`config.mk`:
```
export PLATFORM = sky130hd
export DESIGN_NAME = multi_operand_adder_display_flat
export DESIGN_NICKNAME = d
export VERILOG_FILES = /design/src/rtl/multi_operand_adder_display_pkg.sv /design/src/rtl/multi_operand_adder_display_if.sv /design/src/rtl/multi_operand_adder_display_hex_to_seven_seg.sv /design/src/rtl/multi_operand_adder_display.sv /design/src/flat_wrapper.sv
export SDC_FILE = /design/constraint.sdc
export NUM_CORES = 1
export LEC_CHECK = 0
export ABC_AREA = 1
export BUFFER_PORTS_ARGS = -buffer_cell sky130_fd_sc_hd__buf_2
export CAP_MARGIN = 20
export CORE_MARGIN = 1.5
export CORE_UTILIZATION = 62
export DETAILED_ROUTE_END_ITERATION = 10
export GPL_TIMING_DRIVEN = 0
export PLACE_DENSITY = 0.9
export SLEW_MARGIN = 20
export SYNTH_ARGS = -nofsm -noshare
export SYNTH_HDL_FRONTEND = slang
export SYNTH_SLANG_ARGS = --single-unit
```
`constraint.sdc`:
```
create_clock -name clk -period 5.5 [get_ports clk]
set_clock_uncertainty 0.15 [all_clocks]
set_input_delay 0.275 -clock clk [delete_from_list [all_inputs] [get_ports clk]]
set_output_delay 0.275 -clock clk [all_outputs]
set_load 0.01 [all_outputs]
```
`src/rtl/multi_operand_adder_display_pkg.sv`:
```
// Shared types and constants for the multi-operand adder with seven-segment display.
package adder_display_pkg;

  typedef enum logic [1:0] {
    IDLE,
    ACCUM,
    DONE
  } adder_state_t;

  // Active-low segments {g,f,e,d,c,b,a}, indexed by hex value 0..F.
  localparam logic [6:0] HEX_SEG_N [16] = '{
    7'b1000000, 7'b1111001, 7'b0100100, 7'b0110000,
    7'b0011001, 7'b0010010, 7'b0000010, 7'b1111000,
    7'b0000000, 7'b0010000, 7'b0001000, 7'b0000011,
    7'b1000110, 7'b0100001, 7'b0000110, 7'b0001110
  };

endpackage

```
`src/rtl/multi_operand_adder_display_if.sv`:
```
// Operand/handshake/display bundle between the switch inputs and the adder block.
interface multi_operand_adder_display_if #(
  parameter int WIDTH   = 4,
  parameter int NUM_OPS = 2
);
  localparam int SUM_W = WIDTH + $clog2(NUM_OPS);

  logic [NUM_OPS-1:0][WIDTH-1:0] ops;
  logic                          start;
  logic                          busy;
  logic                          done;
  logic [SUM_W-1:0]              sum;
  logic [6:0]                    seg_n;
  logic [NUM_OPS-1:0]            digit_en_n;

  modport master (
    output ops, start,
    input  busy, done, sum, seg_n, digit_en_n
  );

  modport slave (
    input  ops, start,
    output busy, done, sum, seg_n, digit_en_n
  );
endinterface

```
`src/rtl/multi_operand_adder_display_hex_to_seven_seg.sv`:
```
// Combinational hex digit to active-low seven-segment pattern.
module hex_to_seven_seg
  import adder_display_pkg::*;
(
  input  logic [3:0] hex,
  output logic [6:0] seg_n
);
  assign seg_n = HEX_SEG_N[hex];
endmodule

```
`src/rtl/multi_operand_adder_display.sv`:
```
// Sequential NUM_OPS-operand accumulator with start/done handshake, plus a
// free-running scan that multiplexes the live operands onto one display.
module multi_operand_adder_display
  import adder_display_pkg::*;
#(
  parameter int WIDTH    = 4,
  parameter int NUM_OPS  = 2,
  parameter int DIV_BITS = 16
) (
  input  logic                         clk,
  input  logic                         reset,
  multi_operand_adder_display_if.slave bus
);
  localparam int SUM_W = WIDTH + $clog2(NUM_OPS);
  localparam int IDX_W = $clog2(NUM_OPS);
  localparam logic [IDX_W-1:0] LAST_IDX = IDX_W'(NUM_OPS - 1);

  adder_state_t                  state_q, state_d;
  logic [NUM_OPS-1:0][WIDTH-1:0] snap_q, snap_d;
  logic [SUM_W-1:0]              acc_q, acc_d;
  logic [SUM_W-1:0]              sum_q, sum_d;
  logic [SUM_W-1:0]              addend;
  logic [IDX_W-1:0]              idx_q, idx_d;

  logic [DIV_BITS-1:0]           refresh_q, refresh_d;
  logic [IDX_W-1:0]              digit_q, digit_d;
  logic [NUM_OPS-1:0]            digit_en_n_q, digit_en_n_d;
  logic [3:0]                    nibble;
  logic [6:0]                    seg_n;

  always_comb begin
    state_d = state_q;
    snap_d  = snap_q;
    acc_d   = acc_q;
    idx_d   = idx_q;
    sum_d   = sum_q;
    addend  = SUM_W'(snap_q[idx_q]);
    unique case (state_q)
      IDLE: begin
        if (bus.start) begin
          state_d = ACCUM;
          snap_d  = bus.ops;
          acc_d   = '0;
          idx_d   = '0;
        end
      end
      ACCUM: begin
        acc_d = acc_q + addend;
        idx_d = idx_q + IDX_W'(1);
        // The last operand goes straight into sum so done can follow next cycle.
        if (idx_q == LAST_IDX) begin
          sum_d   = acc_q + addend;
          state_d = DONE;
        end
      end
      DONE:    state_d = IDLE;
      default: state_d = IDLE;
    endcase
  end

  always_comb begin
    refresh_d    = refresh_q + DIV_BITS'(1);
    digit_d      = digit_q;
    digit_en_n_d = digit_en_n_q;
    if (&refresh_q) begin
      digit_d      = (digit_q == LAST_IDX) ? '0 : digit_q + IDX_W'(1);
      digit_en_n_d = ~(NUM_OPS'(1) << digit_d);
    end
  end

  always_ff @(posedge clk or posedge reset) begin
    if (reset) begin
      state_q      <= IDLE;
      snap_q       <= '0;
      acc_q        <= '0;
      idx_q        <= '0;
      sum_q        <= '0;
      refresh_q    <= '0;
      digit_q      <= '0;
      digit_en_n_q <= ~(NUM_OPS'(1));
    end else begin
      state_q      <= state_d;
      snap_q       <= snap_d;
      acc_q        <= acc_d;
      idx_q        <= idx_d;
      sum_q        <= sum_d;
      refresh_q    <= refresh_d;
      digit_q      <= digit_d;
      digit_en_n_q <= digit_en_n_d;
    end
  end

  // Display follows the live operands, not the snapshot.
  assign nibble = 4'(bus.ops[digit_q]);

  hex_to_seven_seg u_hex (
    .hex   (nibble),
    .seg_n (seg_n)
  );

  assign bus.busy       = (state_q == ACCUM);
  assign bus.done       = (state_q == DONE);
  assign bus.sum        = sum_q;
  assign bus.seg_n      = seg_n;
  assign bus.digit_en_n = digit_en_n_q;

endmodule
```
`src/flat_wrapper.sv`:
```
// flat-port wrapper written by rule: the top's interface ports become plain ports
module multi_operand_adder_display_flat import adder_display_pkg::*;
#(
  parameter int WIDTH    = 4,
  parameter int NUM_OPS  = 2,
  parameter int DIV_BITS = 16
)
  (clk, reset, bus_ops, bus_start, bus_busy, bus_done, bus_sum, bus_seg_n, bus_digit_en_n);
  multi_operand_adder_display_if #(.WIDTH(WIDTH), .NUM_OPS(NUM_OPS)) bus_i ();
  input  logic clk;
  input  logic reset;
  input wire logic [$bits(bus_i.ops)-1:0] bus_ops;
  input wire logic [$bits(bus_i.start)-1:0] bus_start;
  output wire logic [$bits(bus_i.busy)-1:0] bus_busy;
  output wire logic [$bits(bus_i.done)-1:0] bus_done;
  output wire logic [$bits(bus_i.sum)-1:0] bus_sum;
  output wire logic [$bits(bus_i.seg_n)-1:0] bus_seg_n;
  output wire logic [$bits(bus_i.digit_en_n)-1:0] bus_digit_en_n;
  assign bus_i.ops = bus_ops;
  assign bus_i.start = bus_start;
  assign bus_busy = bus_i.busy;
  assign bus_done = bus_i.done;
  assign bus_sum = bus_i.sum;
  assign bus_seg_n = bus_i.seg_n;
  assign bus_digit_en_n = bus_i.digit_en_n;
  multi_operand_adder_display #(.WIDTH(WIDTH), .NUM_OPS(NUM_OPS), .DIV_BITS(DIV_BITS)) u_core (.clk(clk), .reset(reset), .bus(bus_i));
endmodule
```
# Yosys cells after proc, flatten, opt, wreduce, memory -nomap -nowiden
# Memory sizes are Yosys's and may differ from the RTL's.
# Index checks and enable logic that the tools add are counted.
[op_classes]
addsub = 4
magnitude_cmp = 3
n_eq_ne = 4
shifts = 1
n_mux = 14
bitwise = 2
n_reduce_logical = 7
[op_table]
columns = ["operator", "n"]
rows = [
  ["16-bit by 1-bit adder with 16-bit output (second input constant)", 1],
  ["4-bit 2-to-1 mux", 4],
  ["16-bit AND reduction", 1],
  ["7-bit 2-to-1 mux", 2],
  ["5-bit case mux with 2 select lines", 1],
  ["2-bit AND reduction", 4],
  ["5-bit by 4-bit adder with 5-bit output", 1],
  ["5-bit greater-or-equal comparator (second input constant)", 1],
  ["5-bit 2-to-1 mux", 1],
  ["4-bit inverter with 5-bit output", 1],
  ["1-bit by 2-bit less-than comparator with 1-bit output (second input constant)", 2],
  ["2-bit 2-to-1 mux", 2],
  ["2-bit case mux with 2 select lines", 1],
  ["1-bit adder (second input constant)", 2],
  ["2-bit by 1-bit == test with 1-bit output (second input constant)", 1],
  ["2-bit == test (second input constant)", 1],
  ["2-bit zero test", 1],
  ["1-bit 2-to-1 mux", 2],
  ["2-bit by 1-bit inequality test with 1-bit output (second input constant)", 1],
  ["2-bit inequality test (second input constant)", 1],
  ["2-bit inverter", 1],
  ["1-bit case mux with 2 select lines", 1],
  ["2-bit nonzero test", 1],
  ["1-bit by 1-bit left shift with 2-bit output (first input constant)", 1],
]
[totals]
regBits = 40
rom_bits = 112
inputBits = 11
out_inout_bits = 16
wordCells = 45
mem_count = 1
[mem_list]
columns = ["memory", "depth", "word_bits", "rd", "rd_clocked_by_memory_dff", "write_ports", "line", "text"]
rows = [
  ["(no name shown)", 16, 7, 1, 0, 0, "multi_operand_adder_display_hex_to_seven_seg.sv:8", "assign seg_n = HEX_SEG_N[hex];"],
]

# Logic depth before layout (Yosys ltp)
[depth]
ltp_word = 6
depth_mapped = 13
depth_no_buf = 13

# Cells and area by module
# Synthesis repeated with hierarchy kept, for this count alone.
[unflattened]
cells_unflattened = 282
hier_area_um2 = 2254.7
[modules_own_cells]
columns = ["mod", "instances", "cells_per_inst", "area_per_inst_um2", "seq_area_each_um2"]
rows = [
  ["multi_operand_adder_display", 1, 233, 1980.6, 977.2],
  ["hex_to_seven_seg", 1, 49, 274.0, 0.0],
]

# Least setup slack after synthesis
# No wires, ideal clock.
[synth_path]
path_type = "register to register"
start = "register u_core.idx_q"
end = "register u_core.acc_q[4]"
setup_time_ns = 0.117
arrival_ns = 1.567
t_required_ns = 5.233
path_slack_ns = 3.666
stages_incl_launch_ff = 13
path_buffers = 0
period_less_slack_ns = 1.834
path_cell_list = "dfrtp_1 > inv_2 > nand2_1 > nand2_1 > ha_1 > inv_1 > fa_1 > inv_1 > nand2_1 > nand2_1 > nand3_1 > nand3_1 > nand2_1"
[synth_via]
elab_chain_cells = 4
[synth_lines]
columns = ["item", "line", "text"]
rows = [
  ["from (decl)", "multi_operand_adder_display.sv:23", "logic [IDX_W-1:0] idx_q, idx_d;"],
  ["from (signal assigned)", "multi_operand_adder_display.sv:85", "idx_q <= idx_d;"],
  ["4-bit 2-to-1 mux (not written as such) (2 in a row)", "multi_operand_adder_display.sv:37", "addend = SUM_W'(snap_q[idx_q]);"],
  ["5-bit by 4-bit adder with 5-bit output", "multi_operand_adder_display.sv:48", "acc_d = acc_q + addend;"],
  ["5-bit case mux with 2 select lines", "multi_operand_adder_display.sv:38", "unique case (state_q)"],
  ["to (signal assigned)", "multi_operand_adder_display.sv:75", "acc_q <= '0;"],
  ["to (signal assigned)", "multi_operand_adder_display.sv:84", "acc_q <= acc_d;"],
  ["to (decl)", "multi_operand_adder_display.sv:20", "logic [SUM_W-1:0] acc_q, acc_d;"],
]
# Every way passes these cells. The select of a mux whose other input is x is not followed.
# A chain may end at the register's enable or synchronous reset.

==> results.py <==
metrics = {
    "clocking": {
        "path_clk_slew_ps": 110,
        "cts_tree": "yes",
        "cts_sinks": 39,
        "cts_setup_buffers": 0,
        "clkLatencyLatePin_ps": 340,
        "cts_max_level": 2,
        "root_buffer": "clkbuf_4",
        "cts_max_path_buffers": 2,
        "numCtsBuffers": 5,
    },
    "worst_setup_path": {
        "end_kind": "output pin",
        "critPathMaxFanout": 10,
        "crit_family": "flip-flops",
        "arrival_ps": 2000,
        "max_stage_delay_ps": 450,
        "cp_num_buf_inv": 3,
        "cp.required_ps": 5080,
        "setup.worst_path.class": "flip-flop to output pin",
        "cp-start-kind": "flip-flop",
        "crit_path_cell_trace": "buf_6, o21ai_2, inv_1, ha_1, nand2_4, nand2_1, nand2_1, nand2_1, buf_2",
        "critPathSlowestCell": "dfrtp_1",
        "cp_common_cell": "nand2_1",
    },
    "cells_and_area": {
        "area_growth_pct": 12.6,
        "layout_commonest_cell": "nand2_1",
        "final_cell_mix": "nand2_1, dfrtp_1, inv_1, buf_2, nand3_1",
        "drive_gt1_share_pct": 20.9,
        "utilization_pct": 74.4,
        "fin_cells": 371,
        "diodes": 0,
        "fin_nets": 347,
    },
    "route": {
        "wl_per_cell_um": 11.1,
        "wirelength_um": 4100,
        "firstDrtPassIters": 4,
        "ant_nets": 0,
        "drc": 0,
        "num_vias": 1904,
        "drt_iter0_markers": 70,
        "viasPerCell": 5.13,
    },
    "timing": {
        "slew_headroom_pct": 71.9,
        "fin_ws_ps": 3080,
        "slew_viol_final": 0,
        "fin_setup_tns_ps": 0,
        "fmax_mhz": 413,
        "hold_viol": 0,
        "fin_crit_sh_pct": 44.1,
        "worst_slew_pin_slew_ps": 420,
        "rsz0062_at_grt": "false",
        "min_period_ps": 2420,
        "setup_viol": 0,
    },
    "grt": {
        "grt_max_degree": 22,
        "grt_pass1_vias": 1835,
        "antenna_found_initial": 0,
        "gr-total-overflow": 0,
        "grt_use_total_pct": 23.5,
        "grt_pass1_wl_um": 7570,
    },
    "place": {
        "gp_congestion": 0.832,
        "dp_slack_ps": 3460,
        "port_buffers": 26,
        "place_inst": 362,
        "hpwl_um": 3240,
    },
    "power": {
        "powerDensity_nw_per_um2": 380,
        "p_leak_nw": 1.39,
        "vdd_ir_drop_max_uv": 174,
    },
    "outcome": {
        "outcome": "finished clean",
    },
    "yosys": {
        "synth_cell_types": 27,
        "syn_nets": 312,
        "ys.warnings.count": 0,
        "yosysSeqAreaShare_pct": 43.3,
        "syn-cell-area_um2": 2260,
        "syn_inst": 289,
        "avgSynthCellArea_um2": 7.81,
        "ys_ff_latch": 39,
    },
    "die": {
        "die_w_um": 63.3,
        "rows": 21,
        "ios": 27,
        "core-area_um2": 3420,
        "die_h_um": 63.3,
        "start_util_pct": 66.1,
        "dieArea_um2": 4010,
    },
    "min_path": {
        "hold_path.class": "primary input to flip-flop",
    },
    "run": {
        "drv_cap": 0,
    },
}
-- metrics by stage --
stage | power [W] | cell area, um2 | hold slack, ps
final | 0.000966 | 2540 | 43.7
after global routing | 0.00105 | 2540 | 54.2
after CTS | 0.000967 | 2540 | 33.8
after detailed placement | 0.000813 | 2470 | 151
after global placement | 0.000783 | 2440 | 307
after floorplan | 0.000701 | 2260 | 268
-- report_power, final --
group	total (W)	switching [W]	leakage (nW)	internal, W
Clock	0.000151	0.0000886	0.0353	0.0000620
Sequential	0.000402	0.0000426	0.497	0.000359
Combinational	0.000414	0.000259	0.854	0.000155
Total	0.000966	0.000390	1.39	0.000576
-- state kept, by name (all words and copies together), names as in the netlist --
signal and cells:
u_core.bus.sum 5, u_core.state_q 2, u_core.acc_q 5, u_core.idx_q 1, u_core.refresh_q 16, u_core.bus.digit_en_n 2, u_core.snap_q 8
-- synth_stat cells --
cell type | count | area (um2)
buf_2 | 1 | 5.00
o21ai_1 | 5 | 25.0
xor2_1 | 5 | 43.8
inv_2 | 6 | 22.5
o21ai_0 | 14 | 70.1
buf_4 | 1 | 7.51
nand3b_1 | 1 | 7.51
inv_1 | 33 | 124
buf_6 | 1 | 11.3
nand2_1 | 102 | 383
nand2_2 | 5 | 31.3
dfstp_2 | 1 | 26.3
nand4_1 | 3 | 18.8
o21ai_4 | 1 | 16.3
nand3_2 | 1 | 10.0
nor2_4 | 2 | 22.5
ha_1 | 11 | 138
o21ai_2 | 5 | 43.8
or2_2 | 3 | 18.8
o22ai_1 | 1 | 6.26
nor2_2 | 2 | 12.5
nor2_1 | 19 | 71.3
nand2_4 | 4 | 45.0
dfrtp_1 | 38 | 951
xnor2_1 | 3 | 26.3
nand3_1 | 20 | 100
fa_1 | 1 | 20.0
-- what timing repair did --
| action | in CTS | in global routing |
|---|---|---|
| endpoints found under the hold margin | 17 | 0 |
| setup endpoints to repair | 0 | 0 |
| resized for setup | 0 | 0 |
| hold buffers | 1 | 0 |
-- path summary, 6_finish.rpt --
check / startpoint / to / slack [ps] / depth (start not counted)
hold reg to reg: u_core.bus.digit_en_n[1] / u_core.bus.digit_en_n[1] / 340 / 2
setup / recovery: u_core.bus.digit_en_n[0] / bus_seg_n[6] / 3080 / 9
setup reg to reg: u_core.idx_q / u_core.acc_q[4] / 3430 / 12
max in group asynchronous: reset / u_core.refresh_q[0] / 4450 / 4
hold / removal: bus_ops[4] / u_core.snap_q[4] / 40 / 3
min in group asynchronous: reset / u_core.refresh_q[13] / 320 / 3
-- kinds of logic after synthesis --
group                    share of synthesized area [%]
AND/OR/NAND/NOR                                   31.9
buffers and inverters                             7.54
flip-flops                                        43.3
AO/OA/AOI/OAI                                     7.15
adder cells (fa/ha/maj)                           6.98
XOR/XNOR                                          3.10
-- tightest hold or removal path, cell delays in order --
cell and delay [ps]:
buf_2 110, inv_1 40, o21ai_0 70
-- metal layers --
layer  vias up  global-route usage (%)  part of all wire, %
met2        60                    42.1                   49
met4         0                    8.15                  1.1
li1        969                       -                    -
met1       869                    28.8                   45
met3         6                    3.21                  4.6
met5         -                       0                    0
-- layout make-up --
type | count | area, um2
flip-flops and latches | 39 | 977
clock inverters | 1 | 5.00
plain buffers | 3 | 23.8
well taps | 46 | 57.6
fillers | 256 | 873
multi-input cells | 208 | 1110
inverters | 39 | 146
clock buffers | 7 | 55.1
repair buffers | 28 | 168
(Power assumes the default switching activity.)
